**src/rtl/accel_xfer_ctrl.sv**
```systemverilog
// ----------------------------------------------------------------------------
// accel_xfer_ctrl
//
// Purpose:
//   Job-level transfer sequencer for an accelerator. A job moves fill_len
//   words from memory into the input buffer and drain_len words from the
//   output buffer back to memory. The job is cut into bursts of at most
//   BURST_LEN words. Only one burst is outstanding at any time. When fill
//   and drain are both ready to go, they take turns (round-robin).
//
// Parameters:
//   BURST_LEN  maximum words per burst (power of two, 2..128)
//   LEN_W      width of the job length fields
//
// Ports:
//   mem_clk        sole clock, rising edge
//   rst_n          asynchronous active-low reset
//   start          one-cycle job launch, sampled only when idle
//   fill_len       words memory -> input buffer, captured on accepted start
//   drain_len      words output buffer -> memory, captured on accepted start
//   abort          job cancel request
//   ib_full        input buffer (programmable) full
//   ob_prog_empty  output buffer programmable-empty
//   ob_empty       output buffer hard-empty
//   req_valid      burst request valid
//   req_ready      memory engine accepts the request
//   req_dir        0 = fill (memory read), 1 = drain (memory write)
//   req_len        burst length in words, 1..BURST_LEN
//   burst_done     one-cycle pulse, outstanding burst completed
//   busy           job active
//   done           one-cycle job completion pulse
//   aborted        qualifies done: job was cancelled
//   perf_cycles    busy-cycle counter (zero unless ACCEL_XFER_PERF_EN)
//   perf_stall     ARB no-eligible-requester cycle counter (zero unless
//                  ACCEL_XFER_PERF_EN)
//
// Build option:
//   ACCEL_XFER_PERF_EN  when defined, the two perf counters are implemented.
//                       They clear on reset and on an accepted start, and
//                       they saturate at their maximum value.
// ----------------------------------------------------------------------------
module accel_xfer_ctrl #(
    parameter int BURST_LEN = 16,
    parameter int LEN_W     = 16
) (
    input  logic             mem_clk,
    input  logic             rst_n,
    input  logic             start,
    input  logic [LEN_W-1:0] fill_len,
    input  logic [LEN_W-1:0] drain_len,
    input  logic             abort,
    input  logic             ib_full,
    input  logic             ob_prog_empty,
    input  logic             ob_empty,
    output logic             req_valid,
    input  logic             req_ready,
    output logic             req_dir,
    output logic [7:0]       req_len,
    input  logic             burst_done,
    output logic             busy,
    output logic             done,
    output logic             aborted,
    output logic [31:0]      perf_cycles,
    output logic [31:0]      perf_stall
);

    typedef enum logic [2:0] {
        ST_IDLE  = 3'd0,
        ST_ARB   = 3'd1,
        ST_ISSUE = 3'd2,
        ST_WAIT  = 3'd3,
        ST_FIN   = 3'd4
    } state_t;

    state_t           state_q;
    logic [LEN_W-1:0] fill_rem_q;
    logic [LEN_W-1:0] drain_rem_q;
    logic             abort_pend_q;
    logic             last_grant_q;   // 1 = drain was granted last
    logic             req_valid_q;
    logic             req_dir_q;
    logic [7:0]       req_len_q;
    logic             busy_q;
    logic             done_q;
    logic             aborted_q;

    logic             fill_elig;
    logic             drain_elig;
    logic             drain_fits;
    logic             work_left;
    logic             req_dir_d;
    logic [7:0]       req_len_d;

    // Burst length for a remaining word count: min(rem, BURST_LEN).
    function automatic logic [7:0] clip_len(input logic [LEN_W-1:0] rem);
        if (32'(rem) > 32'(BURST_LEN)) begin
            clip_len = 8'(BURST_LEN);
        end else begin
            clip_len = 8'(rem);
        end
    endfunction

    // Eligibility and the grant decision used in ARB.
    always_comb begin
        work_left  = (fill_rem_q != '0) || (drain_rem_q != '0);
        drain_fits = 32'(drain_rem_q) <= 32'(BURST_LEN);
        fill_elig  = (fill_rem_q != '0) && !ib_full;
        // The last (short) drain burst can flush a partly filled output
        // buffer. That buffer will never reach its programmable level, so
        // the drain goes ahead as long as the buffer is not hard-empty.
        drain_elig = (drain_rem_q != '0) &&
                     (!ob_prog_empty || (drain_fits && !ob_empty));
        if (fill_elig && drain_elig) begin
            req_dir_d = ~last_grant_q;
        end else begin
            req_dir_d = drain_elig;
        end
        req_len_d = clip_len(req_dir_d ? drain_rem_q : fill_rem_q);
    end

    always_ff @(posedge mem_clk or negedge rst_n) begin
        if (!rst_n) begin
            state_q      <= ST_IDLE;
            fill_rem_q   <= '0;
            drain_rem_q  <= '0;
            abort_pend_q <= 1'b0;
            last_grant_q <= 1'b1;
            req_valid_q  <= 1'b0;
            req_dir_q    <= 1'b0;
            req_len_q    <= 8'd0;
            busy_q       <= 1'b0;
            done_q       <= 1'b0;
            aborted_q    <= 1'b0;
        end else begin
            done_q    <= 1'b0;
            aborted_q <= 1'b0;
            case (state_q)
                ST_IDLE: begin
                    if (start) begin
                        fill_rem_q   <= fill_len;
                        drain_rem_q  <= drain_len;
                        abort_pend_q <= 1'b0;
                        busy_q       <= 1'b1;
                        state_q      <= ST_ARB;
                    end
                end
                ST_ARB: begin
                    if (abort) begin
                        done_q    <= 1'b1;
                        aborted_q <= 1'b1;
                        state_q   <= ST_FIN;
                    end else if (!work_left) begin
                        done_q  <= 1'b1;
                        state_q <= ST_FIN;
                    end else if (fill_elig || drain_elig) begin
                        req_valid_q  <= 1'b1;
                        req_dir_q    <= req_dir_d;
                        req_len_q    <= req_len_d;
                        last_grant_q <= req_dir_d;
                        state_q      <= ST_ISSUE;
                    end
                end
                ST_ISSUE: begin
                    // A handshake in the same cycle as abort still counts.
                    // The abort is then honoured when the burst completes.
                    if (req_ready) begin
                        req_valid_q  <= 1'b0;
                        abort_pend_q <= abort;
                        if (req_dir_q) begin
                            drain_rem_q <= drain_rem_q - LEN_W'(req_len_q);
                        end else begin
                            fill_rem_q <= fill_rem_q - LEN_W'(req_len_q);
                        end
                        state_q <= ST_WAIT;
                    end else if (abort) begin
                        req_valid_q <= 1'b0;
                        done_q      <= 1'b1;
                        aborted_q   <= 1'b1;
                        state_q     <= ST_FIN;
                    end
                end
                ST_WAIT: begin
                    if (burst_done) begin
                        abort_pend_q <= 1'b0;
                        if (abort_pend_q || abort) begin
                            done_q    <= 1'b1;
                            aborted_q <= 1'b1;
                            state_q   <= ST_FIN;
                        end else begin
                            state_q <= ST_ARB;
                        end
                    end else if (abort) begin
                        abort_pend_q <= 1'b1;
                    end
                end
                ST_FIN: begin
                    busy_q    <= 1'b0;
                    req_dir_q <= 1'b0;
                    req_len_q <= 8'd0;
                    state_q   <= ST_IDLE;
                end
                default: begin
                    state_q <= ST_IDLE;
                end
            endcase
        end
    end

    assign req_valid = req_valid_q;
    assign req_dir   = req_dir_q;
    assign req_len   = req_len_q;
    assign busy      = busy_q;
    assign done      = done_q;
    assign aborted   = aborted_q;

`ifdef ACCEL_XFER_PERF_EN
    logic [31:0] perf_cycles_q;
    logic [31:0] perf_stall_q;

    always_ff @(posedge mem_clk or negedge rst_n) begin
        if (!rst_n) begin
            perf_cycles_q <= '0;
            perf_stall_q  <= '0;
        end else if (state_q == ST_IDLE && start) begin
            perf_cycles_q <= '0;
            perf_stall_q  <= '0;
        end else begin
            if (busy_q && perf_cycles_q != '1) begin
                perf_cycles_q <= perf_cycles_q + 32'd1;
            end
            if (state_q == ST_ARB && work_left && !fill_elig && !drain_elig &&
                perf_stall_q != '1) begin
                perf_stall_q <= perf_stall_q + 32'd1;
            end
        end
    end

    assign perf_cycles = perf_cycles_q;
    assign perf_stall  = perf_stall_q;
`else
    assign perf_cycles = 32'd0;
    assign perf_stall  = 32'd0;
`endif

endmodule

```
**config.mk**
```make
export PLATFORM = sky130hd
export DESIGN_NAME = accel_xfer_ctrl
export DESIGN_NICKNAME = d
export VERILOG_FILES = /design/src/rtl/accel_xfer_ctrl.sv
export SDC_FILE = /design/constraint.sdc
export NUM_CORES = 1
export LEC_CHECK = 0
export ABC_AREA = 1
export CAP_MARGIN = 30
export CORE_ASPECT_RATIO = 0.7
export CORE_UTILIZATION = 53
export CTS_CLUSTER_DIAMETER = 120
export DETAILED_ROUTE_END_ITERATION = 8
export GPL_TIMING_DRIVEN = 0
export PLACE_DENSITY = 0.95
export SETUP_SLACK_MARGIN = 0.02
export SKIP_CTS_REPAIR_TIMING = 1
export SYNTH_ARGS = -nofsm -noshare
export SYNTH_HDL_FRONTEND = slang
export SYNTH_SLANG_ARGS = --single-unit
```
**constraint.sdc**
```tcl
create_clock -name mem_clk -period 2.9 [get_ports mem_clk]
set_input_delay 0.58 -clock mem_clk [delete_from_list [all_inputs] [get_ports mem_clk]]
set_output_delay 0.58 -clock mem_clk [all_outputs]
set_load 0.01 [all_outputs]
```
==> run metrics, run 1 <==
status completed; Final Hold Viols 0; Clk Latency, worst-skew pair 320 ps; worst slack at placement 474.9 ps; placed insts 794; crit path buf inv count 2; reg-to-reg startpoint req_len[2]$_DFFE_PN0P_; LEAKAGE 2.593 nW; RSZ-0062 raised after global routing no; crit-path leading delay family compound AO/OA/AOI/OAI gates; GR Util All Layers 29.05%; I/O Buffers 53; crit share post-route 88.40%; crit path DAT 2790 ps; Finished Layout Cells 802; layout cell share with drive strength beyond 1 15.34%; worst slew pin tran 746.6 ps; Area after DPL 5031 sq um; switching part of the total 50.24%; Cell variety after synth 44; clock buffer count from CTS 5; critical path's largest stage delay 530 ps; Nets 762; Clock power frac 10.2%; Worst Path Max Fanout 6; post-layout util 69.26%; via count 4148; Die X 107.5 um; Worst-path clk slew 90 ps; WL/cell 14.10 um; total grt overflow 0; total wire length 11.31 mm; gpl congestion 1.014; Post-synth EDFFs 0; CTS Sinks 50; register area 1252 sq um; Critical Path Start Type flip-flop; max-slew violation count 0; Reg2Reg Setup Slack 340 ps; Ys Warns 0; initial antenna violation count 0; total I/O pin count 118; Seq/Total Area, Yosys 30.35%; FF+latch count, synth 50; deepest clock path buffer count 2; Initial Util 55.63%; Comb power frac 62.7%; post-route ant nets 0; fraction of registers with async set/reset 100.0%; largest net degree at the start of global routing 32; PwrDens 973.1 nW/um^2; drt via density 5.172; Crit path required time 3130 ps; Worst R2R End drain_rem_q[11]$_DFFE_PN0P_; critical path's slowest cell a21oi_1; first-pass GRT wire length 17.86 mm; Reg2Reg Depth 12; Design Area, Final 5137 sq um; Die Area 8149 sq um; Crit Path Category flip-flop to flip-flop; setup violators final 0; # diodes 0; Peak VDD IR 0.0005494 V; ys flop type dfrtp_1; TritonCTS clock tree done; Die H 75.83 um; maxcap violations 0; worst setup margin 336.3 ps; drt initial violations 400; synthesized instance count 579; DRC 0; P_sw 2.512 mW; Synth-to-Final Area Change 24.50%; multi-input logic area 2337 sq um; final clock skew 6.707 ps; Slew HR 50.23%; number of global-route vias before repair 3697; Mean Syn Cell Area 7.127 sq um; DP HPWL 8.804 mm; Hold Path Class input port to asynchronous set/reset pin; Layout fillers 619; Site Rows 26; f_max 390.1 MHz; Hold Slack 204.3 ps; core area 7417 sq um; minimum clock period 2564 ps; Mapped Area 4126 sq um; H-tree Lvls 2; Reg power frac 27.1%; Crit. End Element flip-flop; CP cell instances inv_1, ha_1, a21oi_1, nand2_1, a21oi_1, o21ai_1, a21oi_1, nand3_1, o21ai_0, nand2_1, nand2_1, inv_1; drt pass-1 iters 5; internal power consumption 2.487 mW; root buffer cell clkbuf_8
==> registers in the layout, summed over array words and instances, names as in the netlist <==
signal / count
abort_pend_q: 1
drain_rem_q: 16
aborted: 1
fill_rem_q: 16
req_len: 8
done: 1
busy: 1
last_grant_q: 1
req_valid: 1
req_dir: 1
state_q: 3
==> stage by stage <==
stage	total power, mW	setup TNS [ps]
global placement	4.241	-12610
CTS	4.910	0
floorplan	3.553	0
detailed placement	4.387	0
finish	4.999	0
global route	5.438	0
==> cell usage in the layout (no fill, tap or decap), types with 3 or more instances in the layout <==
cell             instances
clkbuf_1                 9
nand2_2                  4
a21oi_1                 33
ha_1                    16
xor2_1                   5
dfrtp_1                 49
buf_2                    4
clkbuf_8                 5
nand4_1                  7
inv_2                    6
nand3_1                 21
or2_2                    4
nor2_2                   6
buf_4                   66
o21a_1                   5
conb_1                  64
o21ai_0                 24
nand2_1                127
o211ai_1                13
o21ai_1                 25
nor2_1                  56
o22ai_1                  3
nor3_1                   8
clkdlybuf4s50_1         52
inv_1                   57
xnor2_1                  5
==> synthesized netlist by cell type (2+ instances only) <==
cell      count  area, sq um
inv_2         6        22.52
nor2_1       56        210.2
nand3b_1      2        15.01
o21a_1        5        37.54
ha_1         16        200.2
nor2_2        6        37.54
nor3_1        8        40.04
or2_2         4        25.02
o21ai_0      24        120.1
inv_1        57        214.0
a211oi_1      2        15.01
nand4_1       7        43.79
nand2_2       4        25.02
buf_4        66        495.5
a21oi_1      33        165.2
nand3_1      21        105.1
xnor2_1       5        43.79
fa_1          2        40.04
o21ai_1      25        125.1
nor2_4        2        22.52
o22ai_1       3        18.77
o21bai_1      2        15.01
buf_2         3        15.01
dfrtp_1      49         1226
o21ai_2       2        17.52
o211ai_1     13        97.59
a21o_1        2        15.01
a31oi_1       2        12.51
nand2_1     127        476.7
xor2_1        5        43.79
clkbuf_1      7        26.28
==> worst reg2reg max path, stage by stage, from the launching register on <==
cell and delay [ps]:
dfrtp_1 410, inv_1 90, ha_1 360, a21oi_1 160
nand2_1 100, a21oi_1 260, o21ai_1 160, a21oi_1 530
nand3_1 120, o21ai_0 110, nand2_1 70, nand2_1 60
inv_1 40
==> logic make-up after synthesis <==
| logic type | Yosys count | synth area share [%] |
|---|---|---|
| XOR/XNOR | 10 | 2.122 |
| other | 1 | 0.09088 |
| AO/OA/AOI/OAI | 119 | 17.01 |
| adder cells (fa/ha/maj) | 18 | 5.822 |
| AND/OR/NAND/NOR | 242 | 25.86 |
| buffers and inverters | 139 | 18.74 |
| flip-flops | 50 | 30.35 |
==> worst max-delay path by stage <==
stage                                start                     endpoint  slack (ps)  cells after the start
floorplan           req_len[0]$_DFFE_PN0P_  drain_rem_q[14]$_DFFE_PN0P_         880                     12
CTS                 req_len[1]$_DFFE_PN0P_  drain_rem_q[11]$_DFFE_PN0P_         460                     12
detailed placement  req_len[1]$_DFFE_PN0P_  drain_rem_q[11]$_DFFE_PN0P_         470                     12
global route        req_len[2]$_DFFE_PN0P_  drain_rem_q[11]$_DFFE_PN0P_         190                     12
global placement                     rst_n  drain_rem_q[13]$_DFFE_PN0P_        -260                      1
finish              req_len[2]$_DFFE_PN0P_  drain_rem_q[11]$_DFFE_PN0P_         340                     12
==> cell type report <==
cell class	count	share of cell area, %
clock inverter	1	0.5845
clock buffer	7	1.486
buffer	76	10.45
inverter	63	4.603
multi-input combinational	453	45.49
timing repair buffer	54	10.62
sequential	50	24.38
tap	98	2.387
==> power groups by stage <==
stage | Sequential (mW) | Combinational [mW] | Clock, mW
after global placement | 1.33 | 2.91 | 0
after CTS | 1.34 | 3.06 | 0.512
final | 1.36 | 3.13 | 0.508
after detailed placement | 1.35 | 3.04 | 0
after global routing | 1.40 | 3.50 | 0.540
after floorplan | 1.29 | 2.26 | 0
==> layer usage <==
layer | wire, um | track usage [%]
met1 | 4675 | 38.22
met3 | 1266 | 5.731
met2 | 5121 | 47.81
met4 | 246 | 11.87
met5 | 0 | 0
Power figures use the tool's default switching activity.
==> inputs of run 2 (changes only) <==
--- a/config.mk
+++ b/config.mk
@@ -6,7 +6,7 @@
 export NUM_CORES = 1
 export LEC_CHECK = 0
 export ABC_AREA = 1
-export CAP_MARGIN = 30
+export CAP_MARGIN = 25
 export CORE_ASPECT_RATIO = 0.7
 export CORE_UTILIZATION = 53
 export CTS_CLUSTER_DIAMETER = 120
==> results of run 2 <==
No change in the layout: final DEF, timing and power equal those of run 1.
==> inputs of run 3 (changes only) <==
--- a/config.mk
+++ b/config.mk
@@ -9,7 +9,6 @@
 export CAP_MARGIN = 25
 export CORE_ASPECT_RATIO = 0.7
 export CORE_UTILIZATION = 53
-export CTS_CLUSTER_DIAMETER = 120
 export DETAILED_ROUTE_END_ITERATION = 8
 export GPL_TIMING_DRIVEN = 0
 export PLACE_DENSITY = 0.95
==> results of run 3 <==
No change in the layout: final DEF, timing and power equal those of run 1.
